$ cat config.mk
export PLATFORM = sky130hd
export DESIGN_NAME = instr_encoder
export DESIGN_NICKNAME = d
export VERILOG_FILES = /design/src/rtl/mriscv_isa_defs.sv /design/src/rtl/instr_enc_core.sv /design/src/rtl/instr_encoder.sv
export SDC_FILE = /design/constraint.sdc
export NUM_CORES = 1
export LEC_CHECK = 0
export CORE_MARGIN = 4
export CORE_UTILIZATION = 45
export DETAILED_ROUTE_END_ITERATION = 16
export PLACE_DENSITY = 0.77
export SLEW_MARGIN = 25
export SYNTH_ARGS = -nofsm -noshare
export SYNTH_HDL_FRONTEND = slang
export SYNTH_SLANG_ARGS = --single-unit
export TNS_END_PERCENT = 50
$ cat constraint.sdc
create_clock -name clk -period 1.9 [get_ports clk]
set_input_delay 0.38 -clock clk [delete_from_list [all_inputs] [get_ports clk]]
set_output_delay 0.38 -clock clk [all_outputs]
set_load 0.005 [all_outputs]
$ cat src/rtl/mriscv_isa_defs.sv
// RV32IM opcode/funct3 constants, the canonical NOP word and the encoder's
// internal types shared by the instruction encoder.
package mriscv_isa_defs;

    localparam logic [6:0] OPC_LUI    = 7'b0110111;
    localparam logic [6:0] OPC_AUIPC  = 7'b0010111;
    localparam logic [6:0] OPC_JAL    = 7'b1101111;
    localparam logic [6:0] OPC_JALR   = 7'b1100111;
    localparam logic [6:0] OPC_BRANCH = 7'b1100011;
    localparam logic [6:0] OPC_LOAD   = 7'b0000011;
    localparam logic [6:0] OPC_STORE  = 7'b0100011;
    localparam logic [6:0] OPC_OP_IMM = 7'b0010011;
    localparam logic [6:0] OPC_OP     = 7'b0110011;
    localparam logic [6:0] OPC_SYSTEM = 7'b1110011;
    localparam logic [6:0] OPC_IRQ    = 7'b0011000;

    localparam logic [2:0] F3_JALR    = 3'b000;
    localparam logic [2:0] F3_BLTX    = 3'b010;
    localparam logic [2:0] F3_BLTUX   = 3'b011;
    localparam logic [2:0] F3_LB      = 3'b000;
    localparam logic [2:0] F3_LH      = 3'b001;
    localparam logic [2:0] F3_LW      = 3'b010;
    localparam logic [2:0] F3_LBU     = 3'b100;
    localparam logic [2:0] F3_LHU     = 3'b101;
    localparam logic [2:0] F3_SB      = 3'b000;
    localparam logic [2:0] F3_SH      = 3'b001;
    localparam logic [2:0] F3_SW      = 3'b010;
    localparam logic [2:0] F3_SLL     = 3'b001;
    localparam logic [2:0] F3_ADD_SUB = 3'b000;
    localparam logic [2:0] F3_SRL_SRA = 3'b101;
    localparam logic [2:0] F3_SYS_BAD = 3'b100;
    localparam logic [2:0] F3_IRQ_BAD = 3'b000;

    localparam logic [31:0] NOP_WORD = 32'h0000_0013;

    typedef enum logic [2:0] {
        FMT_U, FMT_J, FMT_I, FMT_B, FMT_S, FMT_SH, FMT_R
    } enc_fmt_t;

    typedef struct packed {
        logic [31:0] inst;
        logic        illegal;
    } enc_word_t;

    // True when bits [31:msb] of v are all copies of one value (sign-extension form).
    function automatic logic fits_signed(input logic [31:0] v, input int unsigned msb);
        logic [31:0] upper;
        upper = v >> msb;
        return (upper == 32'd0) || (upper == (32'hFFFF_FFFF >> msb));
    endfunction

endpackage

$ cat src/rtl/instr_enc_core.sv
// Combinational RV32IM field encoder: internal code + fields -> {inst, illegal}.
// Immediate range checking is compiled in only with INSTR_ENC_IMM_CHECK_EN.
module instr_enc_core
    import mriscv_isa_defs::*;
(
    input  logic [11:0] code,
    input  logic [4:0]  rd,
    input  logic [4:0]  rs1,
    input  logic [4:0]  rs2,
    input  logic [31:0] imm,
    output enc_word_t   word
);

    logic [6:0]  opcode;
    logic [2:0]  funct3;
    logic        mext;
    logic        alt;
    enc_fmt_t    fmt;
    logic        legal;
    logic        imm_fit;
    logic [31:0] raw;

    assign opcode = code[6:0];
    assign funct3 = code[9:7];
    assign mext   = code[10];
    assign alt    = code[11];

    always_comb begin
        fmt   = FMT_I;
        legal = 1'b0;
        case (opcode)
            OPC_LUI, OPC_AUIPC: begin fmt = FMT_U; legal = 1'b1; end
            OPC_JAL:            begin fmt = FMT_J; legal = 1'b1; end
            OPC_JALR:           begin fmt = FMT_I; legal = (funct3 == F3_JALR); end
            OPC_BRANCH: begin
                fmt   = FMT_B;
                legal = (funct3 != F3_BLTX) && (funct3 != F3_BLTUX);
            end
            OPC_LOAD: begin
                fmt   = FMT_I;
                legal = funct3 inside {F3_LB, F3_LH, F3_LW, F3_LBU, F3_LHU};
            end
            OPC_STORE: begin
                fmt   = FMT_S;
                legal = funct3 inside {F3_SB, F3_SH, F3_SW};
            end
            OPC_OP_IMM: begin
                if (funct3[1:0] == 2'b01) begin
                    fmt   = FMT_SH;
                    legal = !((funct3 == F3_SLL) && mext);
                end else begin
                    fmt   = FMT_I;
                    legal = !mext;
                end
            end
            OPC_OP: begin
                fmt   = FMT_R;
                legal = (!mext || (!funct3[2] && !alt)) &&
                        (!alt || funct3 == F3_ADD_SUB || funct3 == F3_SRL_SRA);
            end
            OPC_SYSTEM: begin fmt = FMT_I; legal = (funct3 != F3_SYS_BAD); end
            OPC_IRQ:    begin fmt = FMT_I; legal = (funct3 != F3_IRQ_BAD); end
            default:    begin fmt = FMT_I; legal = 1'b0; end
        endcase
        // The funct7 discriminators only have an encoding inside OP (both) and OP-IMM (mext).
        if (alt && opcode != OPC_OP)
            legal = 1'b0;
        if (mext && opcode != OPC_OP && opcode != OPC_OP_IMM)
            legal = 1'b0;
    end

    always_comb begin
        case (fmt)
            FMT_U:   raw = {imm[31:12], rd, opcode};
            FMT_J:   raw = {imm[20], imm[10:1], imm[11], imm[19:12], rd, opcode};
            FMT_I:   raw = {imm[11:0], rs1, funct3, rd, opcode};
            FMT_B:   raw = {imm[12], imm[10:5], rs2, rs1, funct3, imm[4:1], imm[11], opcode};
            FMT_S:   raw = {imm[11:5], rs2, rs1, funct3, imm[4:0], opcode};
            FMT_SH:  raw = {1'b0, mext, 5'b00000, imm[4:0], rs1, funct3, rd, opcode};
            default: raw = {1'b0, alt, 4'b0000, mext, rs2, rs1, funct3, rd, opcode};
        endcase
    end

`ifdef INSTR_ENC_IMM_CHECK_EN
    always_comb begin
        case (fmt)
            FMT_U:   imm_fit = (imm[11:0] == 12'd0);
            FMT_J:   imm_fit = fits_signed(imm, 20) && !imm[0];
            FMT_B:   imm_fit = fits_signed(imm, 12) && !imm[0];
            FMT_I,
            FMT_S:   imm_fit = fits_signed(imm, 11);
            FMT_SH:  imm_fit = (imm[11:5] == 7'd0);
            default: imm_fit = 1'b1;
        endcase
    end
`else
    assign imm_fit = 1'b1;
`endif

    assign word.illegal = !(legal && imm_fit);
    assign word.inst    = word.illegal ? NOP_WORD : raw;

endmodule

$ cat src/rtl/instr_encoder.sv
// Instruction encoder top: request handshake, 2-entry output FIFO and counters.
// Optional immediate range check selected by INSTR_ENC_IMM_CHECK_EN.
module instr_encoder
    import mriscv_isa_defs::*;
#(
    parameter int CNT_W = 16,
    parameter int ERR_W = 8
) (
    input  logic             clk,
    input  logic             rstn,
    input  logic             in_valid,
    output logic             in_ready,
    input  logic [11:0]      in_code,
    input  logic [4:0]       in_rd,
    input  logic [4:0]       in_rs1,
    input  logic [4:0]       in_rs2,
    input  logic [31:0]      in_imm,
    output logic             out_valid,
    input  logic             out_ready,
    output logic [31:0]      out_inst,
    output logic             out_illegal,
    output logic [CNT_W-1:0] n_emitted,
    output logic [ERR_W-1:0] n_illegal
);

    enc_word_t        enc_word;
    logic [31:0]      inst_reg    [2];
    logic             illegal_reg [2];
    logic             wr_ptr_reg;
    logic             rd_ptr_reg;
    logic [1:0]       count_reg;
    logic [CNT_W-1:0] n_emitted_reg;
    logic [ERR_W-1:0] n_illegal_reg;
    logic             push;
    logic             pop;

    instr_enc_core u_core (
        .code (in_code),
        .rd   (in_rd),
        .rs1  (in_rs1),
        .rs2  (in_rs2),
        .imm  (in_imm),
        .word (enc_word)
    );

    // A full FIFO refuses pushes even when a pop happens in the same cycle.
    assign in_ready  = (count_reg < 2'd2);
    assign out_valid = (count_reg != 2'd0);
    assign push      = in_valid && in_ready;
    assign pop       = out_valid && out_ready;

    generate
        for (genvar gi = 0; gi < 2; gi++) begin : g_entry
            always_ff @(posedge clk or negedge rstn) begin
                if (!rstn) begin
                    inst_reg[gi]    <= 32'd0;
                    illegal_reg[gi] <= 1'b0;
                end else if (push && wr_ptr_reg == 1'(gi)) begin
                    inst_reg[gi]    <= enc_word.inst;
                    illegal_reg[gi] <= enc_word.illegal;
                end
            end
        end
    endgenerate

    always_ff @(posedge clk or negedge rstn) begin
        if (!rstn) begin
            wr_ptr_reg    <= 1'b0;
            rd_ptr_reg    <= 1'b0;
            count_reg     <= 2'd0;
            n_emitted_reg <= '0;
            n_illegal_reg <= '0;
        end else begin
            if (push)
                wr_ptr_reg <= !wr_ptr_reg;
            if (pop) begin
                rd_ptr_reg    <= !rd_ptr_reg;
                n_emitted_reg <= n_emitted_reg + CNT_W'(1);
            end
            count_reg <= count_reg + {1'b0, push} - {1'b0, pop};
            if (push && enc_word.illegal && n_illegal_reg != '1)
                n_illegal_reg <= n_illegal_reg + ERR_W'(1);
        end
    end

    assign out_inst    = inst_reg[rd_ptr_reg];
    assign out_illegal = illegal_reg[rd_ptr_reg];
    assign n_emitted   = n_emitted_reg;
    assign n_illegal   = n_illegal_reg;

endmodule

==> impl_metrics.csv <==
group,metric,value,unit
power_and_ir_drop,p_per_area,829,nW/um2
yosys,seq_area_frac_synth,0.466,
yosys,synth_ff_type,"dfrtp_1",
finish,stdcell_area,7800,um2
route,totalWireLength,16.1,mm
yosys,synth_fp_nets,574,
yosys,synth_edf_count,0,
yosys,netlist_top_cells_area,"dfrtp_1 (47%), mux2_2 (7.6%), nand2_1 (6.4%), o21ai_0 (4.4%), xnor2_1 (4.3%)",
clock_tree,cts_htree_levels,3,
yosys,syn_area,5040,um2
finish,largest_reg_flops,64,
critical_path,max_stage_delay,0.39,ns
yosys,yosys_warnings,0,
floorplanning,die_w,114,um
finish,area_growth,54.6,%
outcome,violations,"setup timing",
clock_tree,clkLatencyLatePin,0.37,ns
floorplanning,die-height,114,um
global_route,grt_overflow,0,
critical_path,endpoint_kind,"flop",
power_and_ir_drop,p_leak,3.53,nW
floorplanning,die_area,13000,um2
global_route,grt_use_total,0.248,
placement,detailed_place_hpwl,11.0,mm
route,via_per_inst,5.61,
critical_path,worstPathArrival,2.31,ns
timing,fmax,490,MHz
clock_tree,path_clk_slew,0.10,ns
route,drtIter0Drc,403,
global_route,grt_max_degree,61,
placement,dpl.cell_count,816,
critical_path,crit_type,"in2reg",
floorplanning,core-area,10900,um2
route,wl_per_cell,18.7,um
finish,final_common_cell,"dfrtp_1",
power_and_ir_drop,irDropWorstVdd,0.508,mV
timing,tightestPinTransition,0.408,ns
route,dr_total_vias,4819,
critical_path,slowest_stage,"nor4_4",
timing,hold_viol,0,
finish,layout-drive-gt1-share,0.357,
finish,final_cells,859,
placement,dp_slack,-1.00,ns
timing,setup_viol,70,
floorplanning,rows,38,
critical_path,crit_required,2.17,ns
finish,final_cell_mix,"dfrtp_1 (93), buf_4 (84), nand2_1 (83)",
clock_tree,clock-sinks,94,
timing,fin_crit_sh,1.08,
timing,rsz0062_at_grt,"yes",
placement,place.port_buffers,121,
yosys,synthDistinctLibCells,62,
yosys,syn_area_per_cell,9.95,um2
yosys,yosys.area.top_type,"dfrtp_1",
global_route,antenna_found_initial,0,
finish,fin_nets,781,
global_route,grt_pass1_wl,25.6,mm
clock_tree,cts_inserted_buffers,9,
timing,tns,-3.47,ns
min_path,hp-class,"in2async",
run,maxCapViolCount,0,
global_route,grt_pass1_vias,4984,
outcome,outcome,"finished, violations left",
yosys,synth_cells,507,
yosys,async_flop_share,1.00,
timing,period_minus_slack,2.04,ns
timing,maxSlewViolCount,0,
finish,antenna_cells,0,
critical_path,critical_path.cell_chain,"buf_6 -> buf_6 -> and4b_4 -> o211ai_4 -> o311ai_4 -> nor4_4 -> or2_4 -> nand3_2 -> mux2_4",
timing,maxSlewHeadroom,0.728,
clock_tree,cts_root_buffer,"clkbuf_8",
critical_path,cp_max_fo,8,
clock_tree,cts_tree,"yes",
critical_path,cp_common_cell,"buf_6",
placement,place_congestion,0.843,
floorplanning,io-pin-count,122,
yosys,synth_seq_cells,94,
route,antenna_left,0,
yosys,synth_top_area_frac,0.466,
route,dr.pass1.iters,7,
timing,skew,0.0189,ns
floorplanning,start_util,0.463,
clock_tree,clock_path_buffers,2,
route,drc,0,
timing,fin_ws,-0.143,ns
critical_path,startpoint_type,"input port",
placement,place_area,6930,um2
[cell families (layout without fill, tap and decap cells)]
family,Yosys count,in the layout,synth area share
buffers and inverters,41,253,0.0375
AO/OA/AOI/OAI,103,103,0.141
XOR/XNOR,27,27,0.0469
flip-flops,94,94,0.466
adder cells (fa/ha/maj),4,4,0.00992
multiplexers,46,46,0.103
AND/OR/NAND/NOR,192,192,0.195
[path summary, 6_finish.rpt]
path	startpoint	endpoint	slack, ns	depth (start not counted)
worst max-delay path	in_code[3]	n_illegal[1]$_DFFE_PN0P_	-0.14	9
worst min-delay path	rstn	inst_reg[50]$_DFFE_PN0P_	0.36	2
max in group asynchronous	rstn	inst_reg[4]$_DFFE_PN0P_	0.95	3
worst min register to register	illegal_reg[0]$_DFFE_PN0P_	illegal_reg[0]$_DFFE_PN0P_	0.49	2
min in group clk	in_code[1]	inst_reg[0]$_DFFE_PN0P_	0.43	4
worst max register to register	count_reg[1]$_DFF_PN0_	count_reg[1]$_DFF_PN0_	0.04	8
[area by class of cell]
cell class	instances	area (um2)
fillers	805	3090
multi-input cells	372	2870
flip-flops and latches	94	2350
repair buffers	227	2130
well taps	140	175
clock buffers	10	138
clock inverters	6	92.6
inverters	10	37.5
[metrics by stage]
step                hold slack (ns)  power, mW  utilization
global route                  0.351       6.78        0.716
CTS                           0.351       6.43        0.706
floorplan                    0.0844       3.40            -
global placement              0.186       4.38        0.636
finish                        0.361       6.46        0.716
detailed placement            0.183       4.44        0.636
[cell usage after synthesis (all sizes together), types with 4 or more instances]
cell type  count
a222oi         6
o211ai         4
nand2         86
mux2          37
and3           6
inv           10
a221o          8
a21oi         10
nand4         12
o31ai         10
nor2          22
or3            9
xnor2         25
dfrtp         94
nor3           7
nand3         16
and2          11
buf           12
mux2i          9
ha             4
nor2b          4
clkbuf        19
a22o           6
o21ai         46
[critical path: cells and delay by family]
kind | cells | cell delay, ns
AND/OR/NAND/NOR | 4 | 1.01
AO/OA/AOI/OAI | 2 | 0.41
multiplexers | 1 | 0.30
buffers and inverters | 2 | 0.19
[metal layers]
metal | global-route usage | wire length (um) | vias up
met5 | 0 | 0 | -
met4 | 0.0760 | 416 | 0
met3 | 0.0493 | 1070 | 30
met2 | 0.427 | 8150 | 197
met1 | 0.316 | 6450 | 2365
li1 | - | - | 2227
[power by group]
group | switching, mW | internal [mW]
sequential | 0.247 | 2.23
combinational | 1.10 | 1.35
clock | 0.745 | 0.787
[what timing repair did]
item                                   CTS  global route
gates cloned                             3             0
hold buffers                             1             0
endpoints found under the hold margin    2             0
buffers inserted                        25             1
setup endpoints to repair              108           107
resized for setup                      258            57
pin swaps                               29            10
(Power assumes the default switching activity.)
